==> config.mk <==
export PLATFORM = sky130hd
export DESIGN_NAME = seq_tx
export DESIGN_NICKNAME = d
export VERILOG_FILES = /design/src/rtl/seq_pkg.sv /design/src/rtl/seq_bit_timer.sv /design/src/rtl/seq_tx.sv
export SDC_FILE = /design/constraint.sdc
export NUM_CORES = 1
export LEC_CHECK = 0
export ABC_CLOCK_PERIOD_IN_PS = 4500
export CAP_MARGIN = 10
export CORE_MARGIN = 4
export CORE_UTILIZATION = 65
export CTS_BUF_LIST = sky130_fd_sc_hd__clkbuf_8
export DETAILED_ROUTE_END_ITERATION = 10
export DONT_BUFFER_PORTS = 1
export MAX_ROUTING_LAYER = met4
export PLACE_DENSITY = 0.81
export SLEW_MARGIN = 20
export SYNTH_ARGS = -nofsm -noshare
export SYNTH_HDL_FRONTEND = slang
export SYNTH_HIERARCHICAL = 1
export SYNTH_SLANG_ARGS = --single-unit
==> constraint.sdc <==
create_clock -name clk -period 4.5 [get_ports clk]
set_clock_uncertainty 0.05 [all_clocks]
set_input_delay 0.9 -clock clk [delete_from_list [all_inputs] [get_ports clk]]
set_output_delay 0.9 -clock clk [all_outputs]
set_load 0.05 [all_outputs]
==> src/rtl/seq_pkg.sv <==
// Shared types, frame constants and frame-length helper for the seq_tx transmitter.
// Build option: SEQ_TX_PARITY_EN adds an even-parity bit between the data bits and the stop bit.
package seq_pkg;

  typedef enum logic [2:0] {
    IDLE,
    START,
    DATA,
    PARITY,
    STOP
  } seq_tx_state_t;

  localparam logic SEQ_START_BIT = 1'b1;
  localparam logic SEQ_STOP_BIT  = 1'b0;

`ifdef SEQ_TX_PARITY_EN
  localparam bit SEQ_PARITY_EN = 1'b1;
`else
  localparam bit SEQ_PARITY_EN = 1'b0;
`endif

  function automatic int unsigned seq_frame_len(input int unsigned data_w,
                                                input int unsigned clks_per_bit,
                                                input bit          parity_en);
    return (2 + data_w + (parity_en ? 1 : 0)) * clks_per_bit;
  endfunction

endpackage

==> src/rtl/seq_bit_timer.sv <==
// Bit-period timer: counts the clocks of one serial bit and pulses bit_done on its last cycle.
module seq_bit_timer #(
  parameter int CLKS_PER_BIT = 1
) (
  input  logic clk,
  input  logic rst,
  input  logic i_en,
  input  logic i_clear,
  output logic o_bit_done
);

  localparam int               CNT_W = (CLKS_PER_BIT > 1) ? $clog2(CLKS_PER_BIT) : 1;
  localparam logic [CNT_W-1:0] LAST  = CNT_W'(CLKS_PER_BIT - 1);

  logic [CNT_W-1:0] r_cnt;

  assign o_bit_done = i_en && (r_cnt == LAST);

  // The counter restarts at every bit boundary, so it never wraps inside a bit.
  always_ff @(posedge clk or posedge rst) begin
    if (rst) begin
      r_cnt <= '0;
    end else if (i_clear || !i_en || o_bit_done) begin
      r_cnt <= '0;
    end else begin
      r_cnt <= r_cnt + 1'b1;
    end
  end

endmodule

==> src/rtl/seq_tx.sv <==
// Bit-serial frame transmitter feeding sequencer.A: start bit, data LSB first, optional parity, stop.
// Build option: SEQ_TX_PARITY_EN enables the PARITY state (even parity over the latched word).
module seq_tx
  import seq_pkg::*;
#(
  parameter int DATA_W       = 8,
  parameter int CLKS_PER_BIT = 1
) (
  input  logic              clk,
  input  logic              rst,
  input  logic [DATA_W-1:0] tx_data,
  input  logic              tx_valid,
  output logic              tx_ready,
  output logic              a,
  output logic              busy
);

  localparam int                BCNT_W   = $clog2(DATA_W + 1);
  localparam logic [BCNT_W-1:0] LAST_BIT = BCNT_W'(DATA_W - 1);

  seq_tx_state_t     r_state;
  seq_tx_state_t     w_state_nxt;
  logic [DATA_W-1:0] r_shift;
  logic [DATA_W-1:0] w_shift_nxt;
  logic [BCNT_W-1:0] r_bcnt;
  logic [BCNT_W-1:0] w_bcnt_nxt;
  logic              r_a;
  logic              w_a_nxt;
  logic              w_hs;
  logic              w_bit_done;
  logic              w_state_chg;
`ifdef SEQ_TX_PARITY_EN
  logic              r_par;
`endif

  assign tx_ready    = (r_state == IDLE);
  assign busy        = (r_state != IDLE);
  assign a           = r_a;
  assign w_hs        = tx_valid && tx_ready;
  assign w_state_chg = (w_state_nxt != r_state);

  seq_bit_timer #(
    .CLKS_PER_BIT(CLKS_PER_BIT)
  ) u_bit_timer (
    .clk       (clk),
    .rst       (rst),
    .i_en      (busy),
    .i_clear   (w_state_chg),
    .o_bit_done(w_bit_done)
  );

  always_comb begin
    w_state_nxt = r_state;
    w_shift_nxt = r_shift;
    w_bcnt_nxt  = r_bcnt;
    case (r_state)
      IDLE: begin
        if (w_hs) begin
          w_state_nxt = START;
          w_shift_nxt = tx_data;
          w_bcnt_nxt  = '0;
        end
      end
      START: begin
        if (w_bit_done) begin
          w_state_nxt = DATA;
        end
      end
      DATA: begin
        if (w_bit_done) begin
          w_shift_nxt = r_shift >> 1;
          if (r_bcnt == LAST_BIT) begin
`ifdef SEQ_TX_PARITY_EN
            w_state_nxt = PARITY;
`else
            w_state_nxt = STOP;
`endif
            w_bcnt_nxt  = '0;
          end else begin
            w_bcnt_nxt  = r_bcnt + 1'b1;
          end
        end
      end
`ifdef SEQ_TX_PARITY_EN
      PARITY: begin
        if (w_bit_done) begin
          w_state_nxt = STOP;
        end
      end
`endif
      STOP: begin
        if (w_bit_done) begin
          w_state_nxt = IDLE;
        end
      end
      default: begin
        w_state_nxt = IDLE;
      end
    endcase
  end

  // The serial line is registered, so its next value is decoded from the next state.
  always_comb begin
    w_a_nxt = 1'b0;
    case (w_state_nxt)
      START:   w_a_nxt = SEQ_START_BIT;
      DATA:    w_a_nxt = w_shift_nxt[0];
`ifdef SEQ_TX_PARITY_EN
      PARITY:  w_a_nxt = r_par;
`endif
      STOP:    w_a_nxt = SEQ_STOP_BIT;
      default: w_a_nxt = 1'b0;
    endcase
  end

  always_ff @(posedge clk or posedge rst) begin
    if (rst) begin
      r_state <= IDLE;
      r_shift <= '0;
      r_bcnt  <= '0;
      r_a     <= 1'b0;
    end else begin
      r_state <= w_state_nxt;
      r_shift <= w_shift_nxt;
      r_bcnt  <= w_bcnt_nxt;
      r_a     <= w_a_nxt;
    end
  end

`ifdef SEQ_TX_PARITY_EN
  // Parity is taken from the word at handshake, before shifting consumes it.
  always_ff @(posedge clk or posedge rst) begin
    if (rst) begin
      r_par <= 1'b0;
    end else if (w_hs) begin
      r_par <= ^tx_data;
    end
  end
`endif

endmodule
**After elaboration in Yosys (flattened, before gate mapping)**

Cells that the tools add are included.

- Bits of input ports: 11
- Flip-flop bits (word level): 17
- Output and inout bits: 3
- Word-level logic and storage cells: 42

- Reductions and logical operators: 9
- Add/sub/neg operators: 2
- Equality and inequality tests: 9
- Multiplexer cells: 15
- Bitwise gates (word level): 1

Operators with widths:

| kind | number |
|---|---|
| $mux 8 | 2 |
| $pmux 8 s2 | 1 |
| $mux 3 | 5 |
| $mux 4 | 3 |
| $pmux 3 s4 | 1 |
| $pmux 4 s2 | 1 |
| $eq 3x1->1 const B | 2 |
| $eq 3x2->1 const B | 2 |
| $add 4x1->4 const B | 1 |
| $eq 4x3->1 const B | 1 |
| $ne 2x1->1 const B | 2 |
| $eq 3x3->1 const B | 1 |
| $logic_not 3->1 | 1 |
| $ne 3x3->1 | 1 |
| $reduce_and 3->1 | 1 |
| $reduce_bool 3->1 | 1 |
| $logic_and 1x1->1 | 2 |
| $logic_or 1x1->1 | 2 |
| $pmux 1 s2 | 1 |
| $reduce_bool 2->1 | 1 |
| $add 1x1->1 const B | 1 |
| $logic_not 1->1 | 1 |
| $mux 1 | 1 |
| $not 1->1 | 1 |

**Logic depth before layout (Yosys ltp)**

Gate-level depths: netlist (run 1).

- Depth after elaboration: 8
- Mapped depth: 10
- Mapped depth without buffers: 6

**Modules after synthesis**

The synthesis (run 1) kept the hierarchy.

By module, submodules not included:

| module | area each (um2) | cells each | seq. area each (um2) | instances |
|---|---|---|---|---|
| seq_tx | 813.3 | 79 | 400.4 | 1 |
| seq_bit_timer | 46.3 | 4 | 25.0 | 1 |

**Least setup slack after synthesis (run 1)**

OpenSTA, ideal clock, no wires.

- Path type: register to output
- Start point: register r_state[2]
- End point: output port tx_ready
- Required time: 3.550 ns
- Setup slack: 2.083 ns
- Arrival time: 1.467 ns
- Path buffers: 0
- Cell stages (with the launch flop): 3
- Cells stage by stage: dfrtp_1 or3_1 inv_1

- Cells in the longest elaborated chain, start to end: 1

Ends and longest elaborated chain:

| item | RTL line | source |
|---|---|---|
| start: declaration | seq_tx.sv:21 | `seq_tx_state_t r_state;` |
| start signal: assignment | seq_tx.sv:123 | `r_state <= w_state_nxt;` |
| $logic_not 3->1 | seq_tx.sv:36 | `assign tx_ready = (r_state == IDLE);` |
| end: declaration | seq_tx.sv:13 | `output logic tx_ready,` |

No other way between the ends.

**Final worst setup path (run 1)**

Ends and elaborated chain as after synthesis.

==> results of run 1 <==
state kept, by name, indices dropped and copies added (netlist names):
signal             count
r_shift                8
u_bit_timer/r_cnt      1
r_state                3
r_bcnt                 4
a                      1
through the flow:
stage	util (%)	power (uW)	instances
finish	75.0	573	93
global route	75.0	610	93
CTS	75.0	575	93
detailed placement	71.0	462	89
global placement	71.0	448	89
floorplan	-	437	78
cell type report:
type / instances / area, um2 / share of cell area [%]
well taps: 14 / 17.5 / 2.02
clock buffers: 3 / 41.3 / 4.76
inverters: 3 / 11.3 / 1.30
clock inverters: 1 / 5.00 / 0.577
multi-input cells: 53 / 352 / 40.5
flip-flops and latches: 17 / 425 / 49.1
repair buffers: 2 / 15.0 / 1.73
power by group through the flow:
stage               logic [uW]  clock network (uW)  registers [uW]
floorplan                  191                   0             246
global placement           188                   0             261
detailed placement         195                   0             267
CTS                        197                 114             265
global route               215                 123             271
finish                     195                 113             265
per-layer routing:
metal / up-vias / GRT usage [%] / wire (um)
met3: 6 / 6.22 / 69
met4: 0 / 10.2 / 31
li1: 272 / - / -
met1: 284 / 22.1 / 687
met5: - / - / 0
met2: 11 / 35.5 / 859
critical path: cells and delay by family, from the launching register on:
kind	cells	cell delay [ns]
buf+inv	1	0.43
flops	1	0.44
simple gates	1	0.64
path summary, 6_finish.rpt:
kind	endpoint	slack [ns]	from
worst max-delay path	tx_ready	1.78	r_state[2]
worst min-delay path	u_bit_timer/r_cnt	0.32	rst
worst max register to register	a	1.97	r_state[0]
min in group clk	r_shift[5]	0.43	r_shift[5]
max in group asynchronous	r_bcnt[3]	3.47	rst
worst min register to register	r_shift[5]	0.43	r_shift[5]
cells in the final DEF (no fill, tap or decap), drive strengths merged:
cell type / n
and3b: 1
dfrtp: 17
nand2: 15
a21o: 3
conb: 1
or3: 1
nor2b: 3
nor2: 5
o21ai: 1
nor4b: 2
clkinv: 1
nand2b: 2
nand3: 1
a22oi: 6
a32o: 1
inv: 3
a21boi: 1
mux2i: 1
o211ai: 1
a22o: 5
nor4bb: 1
buf: 2
ha: 1
a32oi: 1
clkbuf: 3
==> impl_metrics.csv, run 1 <==
group,metric,value,unit
power,pwr-share-seq,46.2,%
power,p_int,337,uW
worst_setup_path,crit_slowest_cell,"or3_1",
min_path,hp-class,"input port to async pin",
logic_synthesis,synthCells,78,
die,io_pins,14,
global_routing,grt_pass1_wl,2800,um
placement,port_buffers,0,
worst_setup_path,cp_max_fo,6,
logic_synthesis,synth_area_per_cell,10.7,um2
global_routing,overflow,0,
timing,slew_viol_final,0,
cts,postCtsSetupBuffers,0,
timing,hold_viol_final,0,
die,rows,12,
die,core,1160,um2
cts,htree_levels,1,
cells_and_area,antenna_cells,0,
route,dr.pass1.iters,4,
route,routed_wl,1650,um
flow_run,maxCapViolCount,0,
placement,dpl_cell_area,821,um2
power,swShare,41.2,%
logic_synthesis,yosys_warnings,6,
cts,cts_root_buffer,"clkbuf_8",
power,switchingPower,236,uW
cts,cts_hold_buf,0,
cts,cts_buffers,3,
status,status,"completed",
logic_synthesis,synthesis.nets,90,
worst_setup_path,worstSetupEndpointType,"output port",
worst_setup_path,cp-start-kind,"register",
cts,clock_tree.buffer_depth,2,
route,via_per_inst,6.16,
placement,dp_hpwl,1220,um
cells_and_area,area_delta_synth_final,4.37,%
cts,tritoncts,"built",
worst_setup_path,arrival,1.77,ns
power,leakagePower,0.000436,uW
worst_setup_path,worst_path_largest_cell_delay,0.64,ns
cts,cts_sinks,17,
cts,cts_resized,0,
timing,slew_headroom,60.3,%
power,clockPowerShare,19.7,%
power,powerDensity,661,nW/um2
die,die_w,43.8,um
global_routing,grt_usage,21.0,%
timing,fin_crit_sh,60.5,%
power,vdd_drop_max,0.420,mV
cts,clk_latency,0.25,ns
logic_synthesis,netlist_area,831,um2
cts,clk_pin_slew,0.07,ns
placement,pre_cts_slack,2.00,ns
die,die_h,43.8,um
global_routing,grt_max_degree,17,
timing,worst_slew_pin_slew,0.595,ns
cells_and_area,fillers,73,
timing,grt_setup_unrepaired,"false",
route,wl_per_cell,17.7,um
route,drc,0,
die,start_util,71.9,%
global_routing,first_global_vias,609,
cells_and_area,drive_above_1_share,11.4,%
worst_setup_path,worstSetupPathType,"register to output port",
timing,setup_viol,0,
timing,fmax,368,MHz
worst_setup_path,worstPathCellList,"or3_1 -> inv_1",
die,dieArea,1910,um2
timing,fin_ws,1.78,ns
route,route.vias.total,573,
cells_and_area,final_nets,92,
timing,min_period,2.72,ns
placement,routabilityCongestion,0.711,
timing,fin_tns_setup,0,ns
worst_setup_path,r2r.worst_path.cells,7,
worst_setup_path,required,3.55,ns
cells_and_area,design_area,867,um2
route,ant_nets,0,
timing,timing.hold.ws,0.320,ns
global_routing,antenna_found_initial,0,
route,first_iter_violations,9,
power,p_comb_share,34.1,%
Power figures use the tool's default switching activity.
==> run 2, diff against run 1 <==
--- a/config.mk
+++ b/config.mk
@@ -5,15 +5,16 @@
 export SDC_FILE = /design/constraint.sdc
 export NUM_CORES = 1
 export LEC_CHECK = 0
-export ABC_CLOCK_PERIOD_IN_PS = 4500
+export ABC_AREA = 1
+export ABC_CLOCK_PERIOD_IN_PS = 2500
 export CAP_MARGIN = 10
 export CORE_MARGIN = 4
-export CORE_UTILIZATION = 65
+export CORE_UTILIZATION = 57
 export CTS_BUF_LIST = sky130_fd_sc_hd__clkbuf_8
 export DETAILED_ROUTE_END_ITERATION = 10
 export DONT_BUFFER_PORTS = 1
 export MAX_ROUTING_LAYER = met4
-export PLACE_DENSITY = 0.81
+export PLACE_DENSITY = 0.75
 export SLEW_MARGIN = 20
 export SYNTH_ARGS = -nofsm -noshare
 export SYNTH_HDL_FRONTEND = slang
==> constraint.sdc (replaced) <==
create_clock -name clk -period 2.5 [get_ports clk]
set_clock_uncertainty 0.05 [all_clocks]
set_input_delay 0.5 -clock clk [delete_from_list [all_inputs] [get_ports clk]]
set_output_delay 0.5 -clock clk [all_outputs]
set_load 0.05 [all_outputs]
==> run 2 against run 1 <==
Register-to-register slack lost 1.1 ns. Clock power grew 71%. Hold slack lost 0.16 ns. Global-route usage shrank 2.0 points. Power grew 77%. Cell area grew 3.5%. Area after synthesis shrank 1.8%. Largest power group unchanged. Combinational power grew 90%. Critical path type unchanged. Count of clock-buffer cells in the layout is the same. Core utilization shrank 6.9 points. Wire length shrank 11%. Largest cell class unchanged. Critical endpoint unchanged.
==> impl_metrics.csv, run 2 <==
group,metric,value,unit
cells_and_area,final_cells,122,
global_routing,overflow,0,
placement,port_buffers,0,
cells_and_area,regMostFlops,"r_shift",
die,io_pins,14,
timing,min_period,1.84,ns
cells_and_area,mostFrequentLayoutCell,"nand2_1",
route,drc,0,
logic_synthesis,yosys_warnings,6,
global_routing,antenna_found_initial,0,
cts,clk_pin_slew,0.06,ns
timing,slew_headroom,60.1,%
route,via_per_inst,5.26,
cells_and_area,largest_register_ffs,8,
die,core,1320,um2
cts,clock_tree.buffer_depth,2,
cts,cts_buffers,3,
cts,tritoncts,"built",
die,rows,13,
status,status,"completed",
route,wl_per_cell,12.0,um
route,route.vias.total,642,
min_path,hp-class,"input port to async pin",
worst_setup_path,cp_max_fo,6,
power,powerDensity,1130,nW/um2
die,dieArea,2100,um2
timing,grt_setup_unrepaired,"false",
placement,dp_hpwl,1060,um
power,vdd_drop_max,0.675,mV
die,start_util,61.9,%
timing,setup_viol,0,
logic_synthesis,synth_area_per_cell,8.08,um2
timing,hold_viol_final,0,
cts,htree_levels,1,
placement,routabilityCongestion,0.741,
cells_and_area,antenna_cells,0,
logic_synthesis,netlist_area,816,um2
cells_and_area,drive_above_1_share,10.3,%
timing,fin_tns_setup,0,ns
worst_setup_path,worstSetupPathType,"register to output port",
timing,fin_ws,0.661,ns
die,die_h,45.8,um
cells_and_area,fillers,112,
cells_and_area,mostFrequentLayoutCells,"nand2_1 (35), dfrtp_1 (17), inv_1 (14), nand3_1 (13), nor2_1 (5)",
timing,fin_crit_sh,73.6,%
route,routed_wl,1460,um
route,first_iter_violations,9,
timing,worst_slew_pin_slew,0.598,ns
cells_and_area,final_nets,120,
worst_setup_path,required,1.95,ns
logic_synthesis,synthCells,101,
power,leakagePower,0.000478,uW
worst_setup_path,worst_path_largest_cell_delay,0.42,ns
worst_setup_path,cp-start-kind,"register",
route,ant_nets,0,
placement,pre_cts_slack,0.924,ns
cells_and_area,area_delta_synth_final,9.97,%
route,dr.pass1.iters,4,
cts,cts_sinks,17,
flow_run,maxCapViolCount,0,
worst_setup_path,crit_slowest_cell,"dfrtp_1",
timing,fmax,544,MHz
worst_setup_path,arrival,1.29,ns
global_routing,first_global_vias,663,
timing,slew_viol_final,0,
cts,clk_latency,0.25,ns
global_routing,grt_usage,19.1,%
cts,cts_root_buffer,"clkbuf_8",
worst_setup_path,worstSetupEndpointType,"output port",
worst_setup_path,r2r.worst_path.cells,9,
worst_setup_path,worstPathCellList,"nor2_4 -> nand2_1 -> inv_1",
global_routing,grt_max_degree,17,
die,die_w,45.8,um
cells_and_area,reg_top3,"r_shift (8), r_bcnt (4), r_state (3)",
global_routing,grt_pass1_wl,2750,um
cells_and_area,final_util,68.1,%
placement,placedCellCount,117,
logic_synthesis,synthesis.nets,113,
-- run 2: area by class of cell --
cell class	instances	area, um2	area share [%]
Timing Repair Buffer	2	17.5	1.95
Inverter	15	61.3	6.83
Multi-Input combinational cell	69	329	36.7
Clock buffer	3	41.3	4.60
Sequential cell	17	425	47.4
Clock inverter	1	3.75	0.418
Tap cell	15	18.8	2.09
-- run 2: path summary, 6_finish.rpt --
path                            startpoint                end  slack, ns
worst max-delay path            r_state[2]           tx_ready       0.66
worst min-delay path                   rst         r_state[0]       0.16
worst max register to register  r_state[1]          r_bcnt[2]       0.88
worst min register to register  r_shift[7]         r_shift[7]       0.42
max in group asynchronous              rst  u_bit_timer/r_cnt       1.82
min in group clk                tx_data[7]         r_shift[7]       0.32
-- run 2: power by group --
group / internal, uW / switching, uW
Combinational: 104 / 266
Sequential: 366 / 86.0
Clock: 109 / 84.1
-- run 2: per-layer routing --
metal  wire (um)  global-route usage (%)  vias up
met4          25                    6.82        0
li1            -                       -      332
met3          56                    4.74        4
met1         680                    24.9      292
met5           0                       -        -
met2         695                    28.7       14
-- run 2: stage by stage --
stage               instance area (um2)  power [uW]  hold WS (ns)
finish                              897        1010         0.155
global route                        897        1100         0.187
CTS                                 897        1020         0.171
detailed placement                  842         822         0.183
global placement                    842         812         0.180
floorplan                           816         746         0.179
-- run 2: worst max-delay path, delay by kind of cell (launching register included) --
family	cells	cell delay, ns
DFF	1	0.42
buffers and inverters	1	0.34
and+or+nand+nor	2	0.29
-- run 2: timing repair --
item,4_1_cts,5_1_grt
hold buffers,1,0
setup buffers,0,0
endpoints found under the hold margin,1,0
resized for setup,0,0
==> run 3, diff against run 2 <==
--- a/config.mk
+++ b/config.mk
@@ -5,16 +5,16 @@
 export SDC_FILE = /design/constraint.sdc
 export NUM_CORES = 1
 export LEC_CHECK = 0
-export ABC_AREA = 1
-export ABC_CLOCK_PERIOD_IN_PS = 2500
+export ABC_AREA = 0
+export ABC_CLOCK_PERIOD_IN_PS = 1800
 export CAP_MARGIN = 10
 export CORE_MARGIN = 4
-export CORE_UTILIZATION = 57
+export CORE_UTILIZATION = 63
 export CTS_BUF_LIST = sky130_fd_sc_hd__clkbuf_8
 export DETAILED_ROUTE_END_ITERATION = 10
 export DONT_BUFFER_PORTS = 1
 export MAX_ROUTING_LAYER = met4
-export PLACE_DENSITY = 0.75
+export PLACE_DENSITY = 0.79
 export SLEW_MARGIN = 20
 export SYNTH_ARGS = -nofsm -noshare
 export SYNTH_HDL_FRONTEND = slang
==> constraint.sdc (replaced) <==
create_clock -name clk -period 1.8 [get_ports clk]
set_clock_uncertainty 0.05 [all_clocks]
set_input_delay 0.36 -clock clk [delete_from_list [all_inputs] [get_ports clk]]
set_output_delay 0.36 -clock clk [all_outputs]
set_load 0.05 [all_outputs]
==> run 3 against run 2 <==
The run now ends with setup timing left. Non-clock buffer count is 12 higher. Clock power increased by 46%. Cell area grew 14%. First-iteration DRC count is 100% higher.
==> impl_metrics.csv, run 3 (synthesis results as in run 1) <==
group,metric,value,unit
worst_setup_path,worstSetupEndpointType,"register",
die,die_w,44.3,um
timing,slew_viol_final,0,
timing,slew_headroom,61.1,%
timing,hold_viol_final,0,
route,dr.pass1.iters,4,
worst_setup_path,timing.rr.start,"r_state[2]",
cells_and_area,final_util,87.3,%
cells_and_area,design_area,1020,um2
global_routing,grt_max_degree,17,
power,pwr-share-seq,37.6,%
cells_and_area,mostFrequentLayoutCells,"dfrtp_1 (17), nand2_1 (15), buf_4 (10), a22o_1 (5)",
die,dieArea,1960,um2
placement,dpl_cell_area,906,um2
worst_setup_path,required,1.89,ns
placement,dp_hpwl,1180,um
route,routed_wl,2030,um
worst_setup_path,cp_max_fo,5,
route,first_iter_violations,18,
cells_and_area,mostFrequentLayoutCell,"dfrtp_1",
global_routing,overflow,0,
cells_and_area,drive_above_1_share,28.6,%
route,via_per_inst,6.24,
die,die_h,44.3,um
die,core,1170,um2
die,rows,12,
cells_and_area,regMostFlops,"r_shift",
timing,grt_setup_unrepaired,"true",
status,violations,"setup timing",
worst_setup_path,arrival,1.92,ns
cts,clock_tree.buffer_depth,2,
worst_setup_path,reg2reg_to,"a",
power,powerDensity,1680,nW/um2
power,p_int,1030,uW
timing,setup_viol,2,
die,io_pins,14,
cells_and_area,antenna_cells,0,
placement,port_buffers,0,
worst_setup_path,r2r.worst_path.cells,6,
power,swShare,40.3,%
cts,cts_sinks,17,
route,wl_per_cell,19.3,um
cts,clk_pin_slew,0.07,ns
power,vdd_drop_max,1.19,mV
flow_run,maxCapViolCount,0,
worst_setup_path,worstSetupPathType,"register to register",
cts,cts_buffers,3,
cells_and_area,multi_input_area,394,um2
global_routing,grt_usage,23.9,%
timing,fmax,549,MHz
global_routing,grt_pass1_wl,3200,um
timing,fin_crit_sh,101,%
cts,tritoncts,"built",
cts,clk_latency,0.25,ns
timing,fin_tns_setup,-0.0298,ns
worst_setup_path,r2r_slack,-0.02,ns
cells_and_area,reg_top3,"r_shift (8), r_bcnt (4), r_state (3)",
route,ant_nets,0,
cells_and_area,register_area,425,um2
status,status,"finished, violations left",
timing,worst_slew_pin_slew,0.583,ns
power,switchingPower,691,uW
placement,pre_cts_slack,-0.384,ns
cells_and_area,largest_register_ffs,8,
die,start_util,70.9,%
worst_setup_path,cp-start-kind,"register",
min_path,hp-class,"input port to async pin",
cells_and_area,fillers,54,
power,leakagePower,0.000509,uW
cells_and_area,final_nets,104,
global_routing,antenna_found_initial,0,
global_routing,first_global_vias,656,
cells_and_area,area_delta_synth_final,23.0,%
cts,htree_levels,1,
power,clockPowerShare,16.4,%
timing,min_period,1.82,ns
route,drc,0,
cts,cts_root_buffer,"clkbuf_8",
timing,fin_ws,-0.0213,ns
power,p_comb_share,46.1,%
route,route.vias.total,655,
placement,routabilityCongestion,0.772,
-- run 3: cell types whose count changed in the layout (fill, tap and decap cells not counted), sizes merged, moves of 3 or more --
cell	previous run	this run
nand2	36	15
inv	16	3
nand3	14	1
buf	1	13
a22oi	0	6
a22o	0	5
nand4	4	0
a21o	0	3
a21oi	3	0
nor2b	0	3
-- run 3: how the worst max path moves through the flow --
| stage | start | endpoint | slack, ns | depth (start not counted) |
|---|---|---|---|---|
| 6_report | r_state[2] | a | -0.02 | 6 |
| 5_1_grt | r_state[2] | r_shift[4] | -0.06 | 7 |
| 4_1_cts | r_state[2] | a | -0.03 | 6 |
| 3_5_place_dp | r_state[0] | a | -0.38 | 6 |
| 3_3_place_gp | r_state[2] | a | -0.26 | 6 |
| 2_1_floorplan | r_state[0] | a | -0.35 | 9 |
-- run 3: routing by layer --
metal  part of all wire, %  wire (um)  track usage, %  vias up
met5                     0          0               -        -
li1                      -          -               -      304
met2                    47        954            35.8       22
met1                    44        884            30.1      321
met4                   2.7         54            9.04        0
met3                   6.7        136            7.72        8
-- run 3: worst max-delay path, cell delays in order, from the launching register on --
cell and delay (ns):
dfrtp_1 0.38, or3_4 0.40, nor2b_4 0.14, nor4bb_4 0.18, a22o_1 0.22, a21o_1 0.19
a21o_1 0.17
-- run 3: power groups by stage --
stage	clock, uW	sequential (uW)	combinational [uW]
6_report	281	645	791
5_1_grt	305	660	859
4_1_cts	283	637	739
3_5_place_dp	0	635	682
3_3_place_gp	0	628	664
2_1_floorplan	0	619	510
-- run 3: final cells by class --
class                      instances  area share, %
multi-input combinational         53           38.6
sequential                        17           41.6
clock inverter                     1          0.490
clock buffer                       3           4.04
timing repair buffer              14           12.5
tap                               14           1.71
inverter                           3           1.10
-- run 3: what timing repair did --
item | CTS | global route
gates cloned | 0 | 0
resized for setup | 5 | 6
hold buffers | 1 | 0
endpoints found under the hold margin | 1 | 0
setup buffers | 0 | 2
pin swaps | 0 | 1
endpoints found under the setup margin | 14 | 7
-- run 3: metrics by stage --
step / total power, uW / std cells / hold slack (ns)
6_report: 1720 / 105 / 0.00196
2_1_floorplan: 1130 / 78 / 0.0387
4_1_cts: 1660 / 103 / 0.0214
5_1_grt: 1820 / 105 / 0.0334
3_5_place_dp: 1320 / 98 / 0.0416
3_3_place_gp: 1290 / 98 / 0.0406
